## config.mk

```make
export PLATFORM = sky130hd
export DESIGN_NAME = music_player
export DESIGN_NICKNAME = d
export VERILOG_FILES = /design/src/rtl/music_player.sv
export SDC_FILE = /design/constraint.sdc
export NUM_CORES = 1
export LEC_CHECK = 0
export CELL_PAD_IN_SITES_DETAIL_PLACEMENT = 1
export CELL_PAD_IN_SITES_GLOBAL_PLACEMENT = 1
export CORE_MARGIN = 3
export CORE_UTILIZATION = 47
export DETAILED_ROUTE_END_ITERATION = 16
export PLACE_DENSITY_LB_ADDON = 0.1
export SETUP_SLACK_MARGIN = 0.2
export SYNTH_ARGS = -nofsm -noshare
export SYNTH_HDL_FRONTEND = slang
export SYNTH_SLANG_ARGS = --single-unit
```

## constraint.sdc

```tcl
create_clock -name clk -period 5.55 [get_ports clk]
set_clock_uncertainty 0.15 [all_clocks]
set_input_delay 0.555 -clock clk [delete_from_list [all_inputs] [get_ports clk]]
set_output_delay 0.555 -clock clk [all_outputs]
set_load 0.005 [all_outputs]
```

## src/rtl/music_player.sv

```systemverilog
// Buzzer music player: plays one of four built-in songs as a square wave.
// INIT and PLAY loop forever. WIN and LOSS play once and then go silent.
// Each note lasts BEAT_CYCLES clocks. The last GAP_CYCLES clocks of every
// beat are silent, so repeated notes are heard as separate notes.
module music_player #(
  parameter int CLK_HZ      = 100_000_000,
  parameter int BEAT_CYCLES = 12_500_000,
  parameter int GAP_CYCLES  = 1_250_000
) (
  input  logic       clk,
  input  logic       rst,
  input  logic [3:0] music,
  output logic       audio_pwm,
  output logic       audio_sd,
  output logic [4:0] note_idx,
  output logic       busy
);

  // The lowest pitch in any song (C4) sets the width of the tone counter.
  localparam int MIN_HZ       = 262;
  localparam int MAX_HALF     = CLK_HZ / (2 * MIN_HZ);
  localparam int HW           = $clog2(MAX_HALF + 1);
  localparam int BW           = $clog2(BEAT_CYCLES + 1);
  localparam int SOUND_CYCLES = BEAT_CYCLES - GAP_CYCLES;

  // Note frequencies in Hz. A value of 0 is a rest.
  localparam int INIT_HZ [16] = '{523, 659, 784, 659, 523, 0, 523, 659,
                                  784, 1047, 784, 659, 587, 0, 523, 0};
  localparam int PLAY_HZ [32] = '{659, 0, 659, 0, 523, 659, 784, 0,
                                  392, 0, 523, 392, 330, 440, 494, 466,
                                  440, 392, 659, 784, 880, 698, 784, 0,
                                  659, 523, 587, 494, 0, 523, 0, 0};
  localparam int WIN_HZ  [8]  = '{784, 880, 988, 1047, 0, 1047, 1175, 1319};
  localparam int LOSS_HZ [8]  = '{262, 0, 277, 262, 0, 294, 277, 262};

  function automatic int half_of(input int hz);
    return (hz == 0) ? 0 : CLK_HZ / (2 * hz);
  endfunction

  typedef enum logic [1:0] {IDLE, PLAYING, DONE} state_t;

  // Half-period tables. These are elaboration-time constants, so there is
  // no divider in the hardware.
  logic [HW-1:0] init_rom [16];
  logic [HW-1:0] play_rom [32];
  logic [HW-1:0] win_rom  [8];
  logic [HW-1:0] loss_rom [8];

  for (genvar i = 0; i < 16; i++) begin : g_init
    assign init_rom[i] = HW'(half_of(INIT_HZ[i]));
  end
  for (genvar i = 0; i < 32; i++) begin : g_play
    assign play_rom[i] = HW'(half_of(PLAY_HZ[i]));
  end
  for (genvar i = 0; i < 8; i++) begin : g_short
    assign win_rom[i]  = HW'(half_of(WIN_HZ[i]));
    assign loss_rom[i] = HW'(half_of(LOSS_HZ[i]));
  end

  state_t        state_q, state_d;
  logic [3:0]    mode_q, mode_d;
  logic [3:0]    song_q, song_d;
  logic [4:0]    idx_q, idx_d;
  logic [BW-1:0] beat_q, beat_d;
  logic [HW-1:0] tone_q, tone_d;
  logic          pwm_q, pwm_d;

  logic [HW-1:0] entry;
  logic [4:0]    last_idx;
  logic          one_shot;
  logic          mode_valid;
  logic          sounding;
  logic          beat_end;

  // Song lookup. song_q holds the song that is playing. mode_q holds the
  // current selection. When the two differ, playback restarts.
  always_comb begin
    entry    = '0;
    last_idx = 5'd0;
    one_shot = 1'b0;
    case (song_q)
      4'b0001: begin entry = init_rom[idx_q[3:0]]; last_idx = 5'd15; end
      4'b0010: begin entry = play_rom[idx_q];      last_idx = 5'd31; end
      4'b0100: begin entry = win_rom[idx_q[2:0]];  last_idx = 5'd7; one_shot = 1'b1; end
      4'b1000: begin entry = loss_rom[idx_q[2:0]]; last_idx = 5'd7; one_shot = 1'b1; end
      default: ;
    endcase
  end

  assign mode_valid = $onehot(mode_q);
  assign beat_end   = (beat_q == BW'(BEAT_CYCLES - 1));
  assign sounding   = (state_q == PLAYING) && (entry != '0) &&
                      (beat_q < BW'(SOUND_CYCLES));

  // Next-state logic. An invalid selection forces the player back to IDLE.
  // A new valid selection restarts the new song at note 0.
  always_comb begin
    mode_d  = music;
    state_d = state_q;
    song_d  = song_q;
    idx_d   = idx_q;
    beat_d  = beat_q;
    tone_d  = tone_q;
    pwm_d   = pwm_q;
    if (!mode_valid) begin
      state_d = IDLE;
      song_d  = '0;
      idx_d   = '0;
      beat_d  = '0;
      tone_d  = '0;
      pwm_d   = 1'b0;
    end else if (state_q == IDLE || mode_q != song_q) begin
      state_d = PLAYING;
      song_d  = mode_q;
      idx_d   = '0;
      beat_d  = '0;
      tone_d  = '0;
      pwm_d   = 1'b0;
    end else if (state_q == PLAYING) begin
      if (beat_end) begin
        beat_d = '0;
        tone_d = '0;
        pwm_d  = 1'b0;
        if (idx_q == last_idx) begin
          if (one_shot) state_d = DONE;
          else          idx_d   = '0;
        end else begin
          idx_d = idx_q + 5'd1;
        end
      end else begin
        beat_d = beat_q + BW'(1);
        if (sounding) begin
          if (tone_q == entry - HW'(1)) begin
            tone_d = '0;
            pwm_d  = ~pwm_q;
          end else begin
            tone_d = tone_q + HW'(1);
          end
        end else begin
          tone_d = '0;
          pwm_d  = 1'b0;
        end
      end
    end
  end

  // State register with synchronous reset.
  always_ff @(posedge clk) begin
    if (rst) begin
      state_q <= IDLE;
      mode_q  <= '0;
      song_q  <= '0;
      idx_q   <= '0;
      beat_q  <= '0;
      tone_q  <= '0;
      pwm_q   <= 1'b0;
    end else begin
      state_q <= state_d;
      mode_q  <= mode_d;
      song_q  <= song_d;
      idx_q   <= idx_d;
      beat_q  <= beat_d;
      tone_q  <= tone_d;
      pwm_q   <= pwm_d;
    end
  end

  assign audio_sd  = sounding;
  assign audio_pwm = pwm_q & sounding;
  assign note_idx  = idx_q;
  assign busy      = (state_q == PLAYING);

endmodule

```

**Word-level counts from Yosys, hierarchy flattened**

Memory sizes are Yosys's and may differ from the RTL's.
Cells that the tools add are included.
Widths: inputs -> output; s select.

- Bits in registers: 58
- Bits in latches: 0
- Bits in writable memories: 0
- Bits in read-only memories: 1152
- Logic and storage cells: 82
- Memories kept: 4

- Add/sub/neg operators: 7
- $mul: 0
- Div/mod/pow operators: 0
- Magnitude comparators: 4
- Equality and inequality tests: 12
- Shift-type cells: 0
- Mux-type cells: 25
- Bitwise gates (word level): 6
- Reductions and logical operators: 16

Memories:

| memory | depth | bits a word | read ports | clocked after Yosys merged registers in | wr ports | line | source |
|---|---|---|---|---|---|---|---|
| (no name shown) | 32 | 18 | 1 | 0 | 0 | 83 | `4'b0010: begin entry = play_rom[idx_q]; last_idx = 5'd31; end` |
| (no name shown) | 16 | 18 | 1 | 0 | 0 | 82 | `4'b0001: begin entry = init_rom[idx_q[3:0]]; last_idx = 5'd15; end` |
| (no name shown) | 8 | 18 | 1 | 0 | 0 | 85 | `4'b1000: begin entry = loss_rom[idx_q[2:0]]; last_idx = 5'd7; one_shot = 1'b1; end` |
| (no name shown) | 8 | 18 | 1 | 0 | 0 | 84 | `4'b0100: begin entry = win_rom[idx_q[2:0]]; last_idx = 5'd7; one_shot = 1'b1; end` |

Operators by type and width:

| operator | count |
|---|---|
| $mux 18 | 11 |
| $pmux 18 s4 | 1 |
| $add 24x1->24 const B | 1 |
| $eq 24x24->1 const B | 1 |
| $lt 24x24->1 const B | 1 |
| $mux 24 | 1 |
| $add 18x1->18 const B | 1 |
| $eq 18x18->1 | 1 |
| $reduce_bool 18->1 | 1 |
| $sub 18x1->18 const B | 1 |
| $pmux 5 s3 | 1 |
| $mux 5 | 2 |
| $mux 1 | 9 |
| $reduce_and 4->1 | 2 |
| $reduce_bool 2->1 | 4 |
| $ge 6x6->1 const B | 1 |
| $not 5->6 | 1 |
| $add 5x1->5 const B | 1 |
| $eq 5x5->1 | 1 |
| $ge 5x5->1 const B | 1 |
| $not 4->5 | 1 |
| $add 1x1->2 | 2 |
| $eq 4x1->1 const B | 1 |
| $eq 4x2->1 const B | 1 |
| 19 further kinds | 22 |

**Logic depth before layout (Yosys ltp)**

Gate-level depths: netlist of run 1.

- Word-level depth: 10
- Mapped depth: 20
- Gate-level depth less buffers: 16

**Least setup slack after synthesis of run 1**

Ideal clock, no wire load.

- Path type: register -> register
- Start: register idx_q[1], in the netlist note_idx[1]
- End: register tone_q[10]
- Arrival: 4619 ps
- Path slack: 660 ps
- Cell stages (with the launch flop): 20
- Path buffers: 3
- Period minus slack after synthesis: 4890 ps
- Cells stage by stage: dfxtp_1 clkbuf_1 inv_1 ha_1 buf_1 or2_2 nand3_1 o2111a_1 a311oi_2 ha_1 inv_1 nor3_1 nand4bb_1 or4b_1 o32ai_1 nor3_1 or4b_4 a21oi_4 buf_6 nor3_1

- Longest elaborated chain between the ends: 10
- Elaborated cells on any way between the ends: 24
- Classes of those cells: 1 x add/sub; 1 x eq/ne; 12 x mux; 3 x bitwise; 3 x reduce/logical; 4 x memory

RTL lines:

| element | line | source |
|---|---|---|
| start: declaration | 63 | `logic [4:0] idx_q, idx_d;` |
| start signal: assignment | 161 | `idx_q <= idx_d;` |
| $not 5->6 (not written as such), or another cell as far along | 83 |  |
| $mem_v2 32x18, or another cell as far along | - |  |
| $mux 18 (on tied branches) (2 in series) | - |  |
| $pmux 18 s4 (*) | 81 | `case (song_q)` |
| $sub 18x1->18 or $reduce_bool 18->1 (tied branches) | 133, 92 |  |
| $eq 18x18->1 or $logic_and 1x1->1 (tied branches) | 133, 92 |  |
| $mux 18 or $logic_and 1x1->1 (tied branches) | 133, 92 |  |
| $mux 18 (*) | 132 | `if (sounding) begin` |
| $mux 18 (*) | 120 | `if (beat_end) begin` |
| end signal: assignment | 163 | `tone_q <= tone_d;` |
| end: declaration | 65 | `logic [HW-1:0] tone_q, tone_d;` |

Every way passes the cells marked *; elsewhere a longest branch is shown, timed or not. The select of a mux whose other input is x is not followed.
A chain may end at the register's enable or synchronous reset.

**Final worst setup path of run 1**

- Start: register idx_q[1], in the netlist note_idx[1]
- End: register tone_q[15]

The elaborated chain is that of the path after synthesis.

==> results.md, run 1 <==
- The run finished with clean final reports.
- The height of the chip is 110 um.
- Among the stages of the critical path, the cell type that occurs most often is sky130_fd_sc_hd__nor3_1.
- After the last flow step, the layout net total stands at 702.
- TritonCTS built the clock tree.
- Broken down by cell family, the worst path's largest delay share belongs to simple AND/OR/NAND/NOR gates.
- The worst setup path is captured at a register.
- The max capacitance violation total is 0.
- Per report_power, the combinational group accounts for 21.4% of the total.
- Net switching is 29.5% of the power.
- The number of warnings printed during yosys synthesis is 0.
- The post-place instance area is 5270 sq um.
- Compared with the post-synthesis result, the final layout area differs by 10.0%.
- The sequential cell fraction of total power is 38.5%.
- The worst-case reg-to-reg path depth is 18.
- Sequential elements use 23.0% of the synthesized area.
- The number of instances in the synthesized netlist is 673.
- Setup repair after global routing left no endpoint under its margin.
- The end of the worst register-to-register path is tone_q[15].
- The clock root buffer is sky130_fd_sc_hd__clkbuf_8.
- Leaving out fill and tap cells, the most frequent cells in the layout are 71 x sky130_fd_sc_hd__nor2_1, 60 x sky130_fd_sc_hd__nand2_1, 57 x sky130_fd_sc_hd__dfxtp_1, 40 x sky130_fd_sc_hd__a21oi_1, 37 x sky130_fd_sc_hd__nor3_1.
- The startpoint of the most critical hold path is mode_q[3].
- The max-slew headroom at the worst pin is 38.5%.
- IR analysis of the VDD net gives a maximum drop of 0.178 mV.
- The floorplan has 37 rows.
- The number of sinks on the clock net is 58.
- The worst-case clock buffer depth is 2.
- Entering global routing, the biggest net connects 30 pins.
- At the pin with the least slew margin, the transition time is 0.921 ns.
- The worst setup path is of the register to register kind.
- The final setup TNS is 0 ns.
- The highest net fanout along the worst path is 23.
- Of all flip-flops after synthesis, the portion carrying an async set or reset was 0%.
- The die is 110 um wide.
- The H-tree was split into 3 levels.
- Summed over all layers, the global routing overflow is 0.
- After routing the design area is 5550 sq um.
- The signal on the critical path passes through buf_4, ha_1, nor2b_1, o21ai_1, a21oi_1, nor4b_4, ha_1, inv_1, nor3_1, buf_4, nand4bb_1, or4b_1, o32ai_1, nor3_1, or4b_4, a21oi_4, buf_12, nor3_1.
- In this run the worst hold path is classified as register to register.
- The first detailed-routing pass ran for 5 iterations.
- The number of antenna violations at the first check in global routing came to 0.
- The cell count of the worst hold path is 2.
- Power comes to 1.11 mW.
- The final count of pins violating max slew was 0.
- The internal cell power is 0.783 mW.
- The core region is 10400 sq um.
- The total power divided by cell area is 200 nW/um^2.
- The number of antenna diodes in the final layout is 0.
- The register-to-register setup slack is 0.50 ns.
- The total of fill cells in the finished design is 1315.
- The clock latency on the worst-skew pair is 0.36 ns.
- Summing the areas of all and, or, nand and nor instances in the mapped netlist gives 35.2% of the synthesized area.
- The cell at the slowest stage of the critical path is sky130_fd_sc_hd__or4b_1.
- Routability-driven placement finished with a final weighted congestion of 1.06.
- The via count of the first global-routing pass is 5262.
- For this run, the total global-route usage over all layers was measured as 30.0%.
- The cell leakage power is 1.97 nW.
- After the first detailed-routing iteration, the DRC count stood at 382.
- For this run, design rule violations remaining after detail routing come to 0.
- The dominant combinational cell family by area after synthesis is simple AND/OR/NAND/NOR gates.
- The worst setup path is launched from a register.
- After synthesis, the share of cell area in mux cells is 1.86%.
- Dividing the synthesized area by the synthesized cell count gives 7.49 sq um.
- The final setup violation count is 0.
- The post-route netlist has 8.93% of its cells at a drive strength greater than 1.
- Together, buffers and inverters on the worst path number 4.
- In the synthesized netlist the dominant register cell turns out to be sky130_fd_sc_hd__dfxtp_1.
- The detailed placement HPWL is 12.9 mm.
- The startpoint of the most critical register-to-register path is note_idx[1].
- The maximum operating frequency is 0.198 GHz.
- The number of endpoints with negative hold slack in the final report came to 0.
- In the final routed layout, each cell accounts on average for 21.4 um.
- The complex-gate fraction of the synthesized area is 19.6%.
- Data on the critical path is required at its endpoint by 5.59 ns.
- The share of synthesized area in the top cell type comes to 23.0%.
- The die footprint is 12000 sq um.
- The shortest clock period the worst path allows after layout is 5.05 ns.
- The number of different library cells in the post-synthesis netlist is 81.
- The via total after detailed routing is 5287.
- Sorting the synthesized cells by area gives the leading types as sky130_fd_sc_hd__dfxtp_1 23%, sky130_fd_sc_hd__xor2_1 5.9%, sky130_fd_sc_hd__nor2_1 5.3%, sky130_fd_sc_hd__nand2_1 4.5%, sky130_fd_sc_hd__ha_1 4.2%.
- The number of antenna-violating nets in the routed design is 0.
- The part of the power in the clock network is 40.1%.
- The end of the worst hold path is song_q[3].
- Dividing the detail-routed via count by the number of cells gives 6.46.
- The synthesis-stage register bit count is 58.
- Leaving out fill and tap cells, the most frequent cell in the layout is sky130_fd_sc_hd__nor2_1.
- Summed over all layers, the routed wires come to 17.5 mm.
- The post-synthesis xor/xnor area fraction is 9.90%.
- The initial utilization of the core area, before any placement, comes to 48.6%.
- The number of clock buffers added by TritonCTS is 9.
- The synthesized netlist devotes 4.62% of its cell area to adder and majority cells.
- After clock tree synthesis, the flow added hold-fix buffers numbering 0.
- The critical path's largest stage delay is 0.57 ns.
- Counting every net in the synthesized netlist gives 697.
- The number of placed I/O pins is 14.
- The fraction of the cycle the final worst path needs is 91.0%.
- The post-synthesis cell area is 5040 sq um.
- The quantity of I/O buffers inserted on ports is 13.
- The register clock-pin slew on the reported worst setup and hold paths is 0.07 ns.
- In this run the power spent charging and discharging nets is 0.328 mW.
- In this run, synthesis inferred 0 flip-flops with an integrated enable.
- STA puts the critical path data arrival time at 5.09 ns.
- The library cell occupying the most area in the post-synthesis netlist is sky130_fd_sc_hd__dfxtp_1.
- The first global-routing pass estimated 27.8 mm of wire.
-- synthesized netlist by cell type, types with 8 or more instances --
| cell type | n |
|---|---|
| sky130_fd_sc_hd__nor2_1 | 71 |
| sky130_fd_sc_hd__nand2_1 | 60 |
| sky130_fd_sc_hd__dfxtp_1 | 58 |
| sky130_fd_sc_hd__a21oi_1 | 40 |
| sky130_fd_sc_hd__nor3_1 | 37 |
| sky130_fd_sc_hd__xor2_1 | 34 |
| sky130_fd_sc_hd__nand3_1 | 29 |
| sky130_fd_sc_hd__o21ai_0 | 23 |
| sky130_fd_sc_hd__xnor2_1 | 23 |
| sky130_fd_sc_hd__nor2b_1 | 21 |
| sky130_fd_sc_hd__inv_1 | 18 |
| sky130_fd_sc_hd__nand4_1 | 18 |
| sky130_fd_sc_hd__ha_1 | 17 |
| sky130_fd_sc_hd__buf_2 | 16 |
| sky130_fd_sc_hd__and3_1 | 15 |
| sky130_fd_sc_hd__nand2b_1 | 14 |
| sky130_fd_sc_hd__buf_4 | 11 |
| sky130_fd_sc_hd__clkbuf_1 | 10 |
| sky130_fd_sc_hd__nor4_1 | 10 |
| sky130_fd_sc_hd__a31oi_1 | 8 |
| sky130_fd_sc_hd__and2_1 | 8 |
| sky130_fd_sc_hd__or3_1 | 8 |
-- flip-flops by register name, indices dropped and copies added (netlist names) --
register	cells
tone_q	18
state_q	2
pwm_q	1
note_idx	5
beat_q	24
mode_q	4
song_q	4
-- metrics by stage --
stage / instances / hold WS, ns / setup slack [ns] / util, %
2_1_floorplan: 673 / 0.304 / 0.660 / -
4_1_cts: 818 / 0.351 / 0.339 / 53.0
5_1_grt: 819 / 0.378 / 0.213 / 53.5
6_report: 819 / 0.347 / 0.499 / 53.5
3_3_place_gp: 802 / 0.323 / 0.612 / 50.9
3_5_place_dp: 802 / 0.341 / 0.431 / 50.9
-- cells by family after synthesis --
family                   Yosys count
XOR/XNOR                          57
AO/OA/AOI/OAI                    144
buffers and inverters             59
flip-flops                        58
multiplexers                       8
AND/OR/NAND/NOR                  329
adder cells (fa/ha/maj)           18
-- power by group through the flow --
stage | combinational [mW] | sequential, mW | clock, mW
floorplan | 0.170 | 0.432 | 0
detailed placement | 0.225 | 0.436 | 0
CTS | 0.227 | 0.427 | 0.452
global route | 0.260 | 0.428 | 0.470
finish | 0.238 | 0.428 | 0.446
global placement | 0.218 | 0.436 | 0
-- cell type report --
type / instances / area [sq um] / share of cell area, %
Clock buffer: 11 / 141 / 2.55
Clock inverter: 5 / 77.6 / 1.40
Inverter: 19 / 71.3 / 1.29
Multi-Input combinational cell: 556 / 3620 / 65.3
Sequential cell: 58 / 1160 / 21.0
Tap cell: 136 / 170 / 3.07
Timing Repair Buffer: 34 / 300 / 5.42
-- repair_timing --
action,in CTS,in global routing
resized for setup,0,4
hold endpoints to repair,0,0
endpoints found under the setup margin,0,18
setup buffers,0,1
-- worst reg2reg max path, cell delays in order (launching register included) --
cell                        delay [ns]
sky130_fd_sc_hd__dfxtp_1          0.31
sky130_fd_sc_hd__buf_4            0.22
sky130_fd_sc_hd__ha_1             0.35
sky130_fd_sc_hd__nor2b_1          0.21
sky130_fd_sc_hd__o21ai_1          0.26
sky130_fd_sc_hd__a21oi_1          0.18
sky130_fd_sc_hd__nor4b_4          0.36
sky130_fd_sc_hd__ha_1             0.25
sky130_fd_sc_hd__inv_1            0.05
sky130_fd_sc_hd__nor3_1           0.22
sky130_fd_sc_hd__buf_4            0.17
sky130_fd_sc_hd__nand4bb_1        0.21
sky130_fd_sc_hd__or4b_1           0.57
sky130_fd_sc_hd__o32ai_1          0.29
sky130_fd_sc_hd__nor3_1           0.13
sky130_fd_sc_hd__or4b_4           0.55
sky130_fd_sc_hd__a21oi_4          0.18
sky130_fd_sc_hd__buf_12           0.16
sky130_fd_sc_hd__nor3_1           0.07
-- per-layer routing --
metal	wire (um)	GRT usage (%)	vias to the layer above
met2	8330	48.7	176
met5	0	0	-
met4	419	10.8	0
met3	1030	5.52	36
met1	7740	39.8	2619
li1	-	-	2456
-- how the worst max path moves through the flow --
stage	startpoint	to	slack, ns	cells past startpoint
after floorplan	note_idx[1]	tone_q[10]	0.66	19
after global placement	note_idx[0]	tone_q[2]	0.61	17
after detailed placement	note_idx[0]	tone_q[9]	0.43	17
after CTS	note_idx[0]	tone_q[15]	0.34	17
after global routing	note_idx[0]	tone_q[15]	0.21	18
final	note_idx[1]	tone_q[15]	0.50	18
Power figures use the tool's default switching activity.
==> run 2: changes to the inputs <==
--- a/config.mk
+++ b/config.mk
@@ -11,7 +11,6 @@
 export CORE_UTILIZATION = 47
 export DETAILED_ROUTE_END_ITERATION = 16
 export PLACE_DENSITY_LB_ADDON = 0.1
-export SETUP_SLACK_MARGIN = 0.2
 export SYNTH_ARGS = -nofsm -noshare
 export SYNTH_HDL_FRONTEND = slang
 export SYNTH_SLANG_ARGS = --single-unit
==> run 2 against run 1 <==
Clock power about the same. First-iteration DRC count down 16%. Combinational power down 2%.
==> results.md, run 2 (same netlist as run 1, synthesis figures left out) <==
- The clock latency on the worst-skew pair is 0.35 ns (was 0.36 ns).
- The total CTS buffers came to 9 (unchanged).
- The sequential cell fraction of total power came to 38.6% (was 38.5%).
- The fraction of the cycle the final worst path needs is 93.8% (was 91.0%).
- The routability-driven placement congestion ratio is 1.06 (unchanged).
- The register with the highest flop count is beat_q (unchanged).
- The number of placed I/O pins came to 14 (unchanged).
- The core area is 10400 sq um (unchanged).
- The cell leakage power is 1.96 nW (was 1.97 nW).
- The internal cell power was 0.780 mW (was 0.783 mW).
- The worst-case clock buffer depth is 2 (unchanged).
- Top library cells by usage in the layout, fill and taps aside: 71 x sky130_fd_sc_hd__nor2_1, 60 x sky130_fd_sc_hd__nand2_1, 57 x sky130_fd_sc_hd__dfxtp_1, 40 x sky130_fd_sc_hd__a21oi_1, 37 x sky130_fd_sc_hd__nor3_1 (unchanged).
- The number of antenna-violating nets in the routed design is 0 (unchanged).
- The effective utilization at floorplan is 48.6% (unchanged).
- The switching power share of the total is 29.4% (was 29.5%).
- The power spent charging and discharging nets is 0.326 mW (was 0.328 mW).
- The final cell utilization of the core came to 53.2% (was 53.5%).
- The number of design rule violations left after detail routing is 0 (unchanged).
- The startpoint of the most critical hold path is mode_q[3] (unchanged).
- The maximum operating frequency is 0.192 GHz (was 0.198 GHz).
- The number of antenna violations at the first check in global routing came to 0 (unchanged).
- The wire length of the first global-routing pass came to 27.8 mm (unchanged).
- The smallest setup slack after layout came to 0.344 ns (was 0.499 ns).
- The level count of the clock H-tree is 3 (unchanged).
- The number of flip-flops in the largest register was 24 (unchanged).
- The critical path's largest stage delay was 0.92 ns (was 0.57 ns).
- The ratio of cells with drive above 1 in the final layout is 8.78% (was 8.93%).
- The via count of the first global-routing pass came to 5262 (unchanged).
- The net total in the final layout is 702 (unchanged).
- The final routed wirelength across all metal layers is 17.3 mm (was 17.5 mm).
- The startpoint of the most critical register-to-register path is note_idx[0] (was note_idx[1]).
- The total power divided by cell area is 201 nW/um^2 (was 200 nW/um^2).
- The die footprint is 12000 sq um (unchanged).
- The per-cell via count in the routed design is 6.41 (was 6.46).
- The first-iteration detailed-routing DRC count came to 320 (was 382).
- The max capacitance violation total came to 0 (unchanged).
- The clock root buffer is sky130_fd_sc_hd__clkbuf_8 (unchanged).
- The critical path start-end classification is register to output pin (was register to register).
- Status: finished, final reports clean (unchanged).
- The max-slew headroom at the worst pin is 30.5% (was 38.5%).
- The post-route worst hold slack was 0.346 ns (was 0.347 ns).
- The TritonCTS clock tree is yes (unchanged).
- The quantity of I/O buffers inserted on ports is 13 (unchanged).
- The global-route total usage across every layer came to 30.0% (unchanged).
- The final count of pins violating max slew is 0 (unchanged).
- The final setup TNS was 0 ns (unchanged).
- The final setup violation count was 0 (unchanged).
- Setup repair after global routing missed its margin: false (unchanged).
- The diode insertion count for antenna repair was 0 (unchanged).
- The number of iterations in the first detailed-routing pass is 5 (unchanged).
- The endpoint class of the critical path was an output pin (was register).
- The register clock-pin slew on the reported worst setup and hold paths came to 0.06 ns (was 0.07 ns).
- The number of placement rows came to 37 (unchanged).
- The data arrival time of the worst path is 4.50 ns (was 5.09 ns).
- The overall power is 1.11 mW (about the same).
- The cell at the slowest stage of the critical path is sky130_fd_sc_hd__nor4b_2 (was sky130_fd_sc_hd__or4b_1).
- The maximum number of pins on one net before global-route repair is 30 (unchanged).
- The part of the power in the clock network came to 40.2% (was 40.1%).
- The type of the tightest min-delay check is register to register (unchanged).
- The number of sinks on the clock net is 58 (unchanged).
- The worst IR drop on VDD is 0.177 mV (was 0.178 mV).
- The number of endpoints with negative hold slack in the final report was 0 (unchanged).
- The detailed-route wire length per cell is 21.2 um (was 21.4 um).
- The shortest clock period the worst path allows after layout is 5.21 ns (was 5.05 ns).
- The most frequent standard cell in the layout excluding fill and tap cells is sky130_fd_sc_hd__nor2_1 (unchanged).
- The pre-CTS setup slack is 0.431 ns (unchanged).
- The worst path required time came to 4.85 ns (was 5.59 ns).
- The cts-stage hold buffer count was 0 (unchanged).
- The share of total power in combinational logic is 21.2% (was 21.4%).
- The leftover overflow at the end of global routing is 0 (unchanged).
- The width of the die came to 110 um (unchanged).
- Worst path cell trace: nor4b_2, nand2_1, a31oi_1, nor4b_2, ha_1, inv_1, nor3_1, nor4bb_1, buf_4, nand2_1, a2bb2oi_1, and2_1, clkdlybuf4s50_1 (was buf_4, ha_1, nor2b_1, o21ai_1, a21oi_1, nor4b_4, ha_1, inv_1, nor3_1, buf_4, nand4bb_1, or4b_1, o32ai_1, nor3_1, or4b_4, a21oi_4, buf_12, nor3_1).
- The synthesis-to-finish area growth was 9.36% (was 10.0%).
- The kind of start point of the critical path is a register (unchanged).
- The via total after detailed routing is 5250 (was 5287).
- The launching instance or port of the critical path is song_q[1] (was note_idx[1]).
- The pin slew with the least headroom to its limit is 1.04 ns (was 0.921 ns).
- The height of the chip was 110 um (unchanged).
- The detailed placement HPWL is 12.9 mm (unchanged).
- The highest net fanout along the worst path is 12 (was 23).
==> run 2: cell counts in the layout (fill, tap and decap cells not counted) <==
Identical to the previous run, type by type.
==> run 2: layout make-up <==
class                   instances  area [sq um]
clock buffers                  11           141
clock inverters                 5          77.6
fillers                      1316          4860
inverters                      19          71.3
multi-input cells             556          3590
flip-flops and latches         58          1160
well taps                     136           170
repair buffers                 34           300
==> run 2: repair_timing <==
| action | in CTS | in global routing |
|---|---|---|
| setup buffers | 0 | 1 |
| endpoints found under the setup margin | 0 | 8 |
| gates resized for setup | 0 | 0 |
==> run 2: metrics by stage <==
stage,area (sq um),instances
floorplan,5040,673
global placement,5270,802
detailed placement,5270,802
CTS,5490,818
global route,5510,819
finish,5510,819
==> run 2: path summary, 6_finish.rpt <==
check / slack [ns] / to / depth (start not counted)
setup reg to reg: 0.41 / tone_q[15] / 18
setup / recovery: 0.34 / audio_sd / 13
hold reg to reg: 0.35 / song_q[3] / 2
hold / removal: 0.35 / song_q[3] / 2
==> run 2: routing by layer <==
metal / up-vias / global-route usage (%) / share of wire, %
met1: 2589 / 39.8 / 44
met5: - / 0 / 0
met3: 40 / 5.52 / 5.9
li1: 2448 / - / -
met4: 0 / 10.8 / 2.7
met2: 173 / 48.7 / 47
==> run 2: critical path: cells and delay by family (launching register included) <==
kind | cells | cell delay (ns)
buf+inv | 3 | 0.77
compound gates | 2 | 0.54
flops | 1 | 0.60
fa+ha+maj | 1 | 0.22
simple gates | 7 | 2.02
==> run 2: power by group through the flow <==
stage	clock [mW]	sequential, mW	combinational [mW]
2_1_floorplan	0	0.432	0.170
3_3_place_gp	0	0.436	0.218
3_5_place_dp	0	0.436	0.225
4_1_cts	0.452	0.427	0.227
5_1_grt	0.470	0.428	0.257
6_report	0.444	0.427	0.234
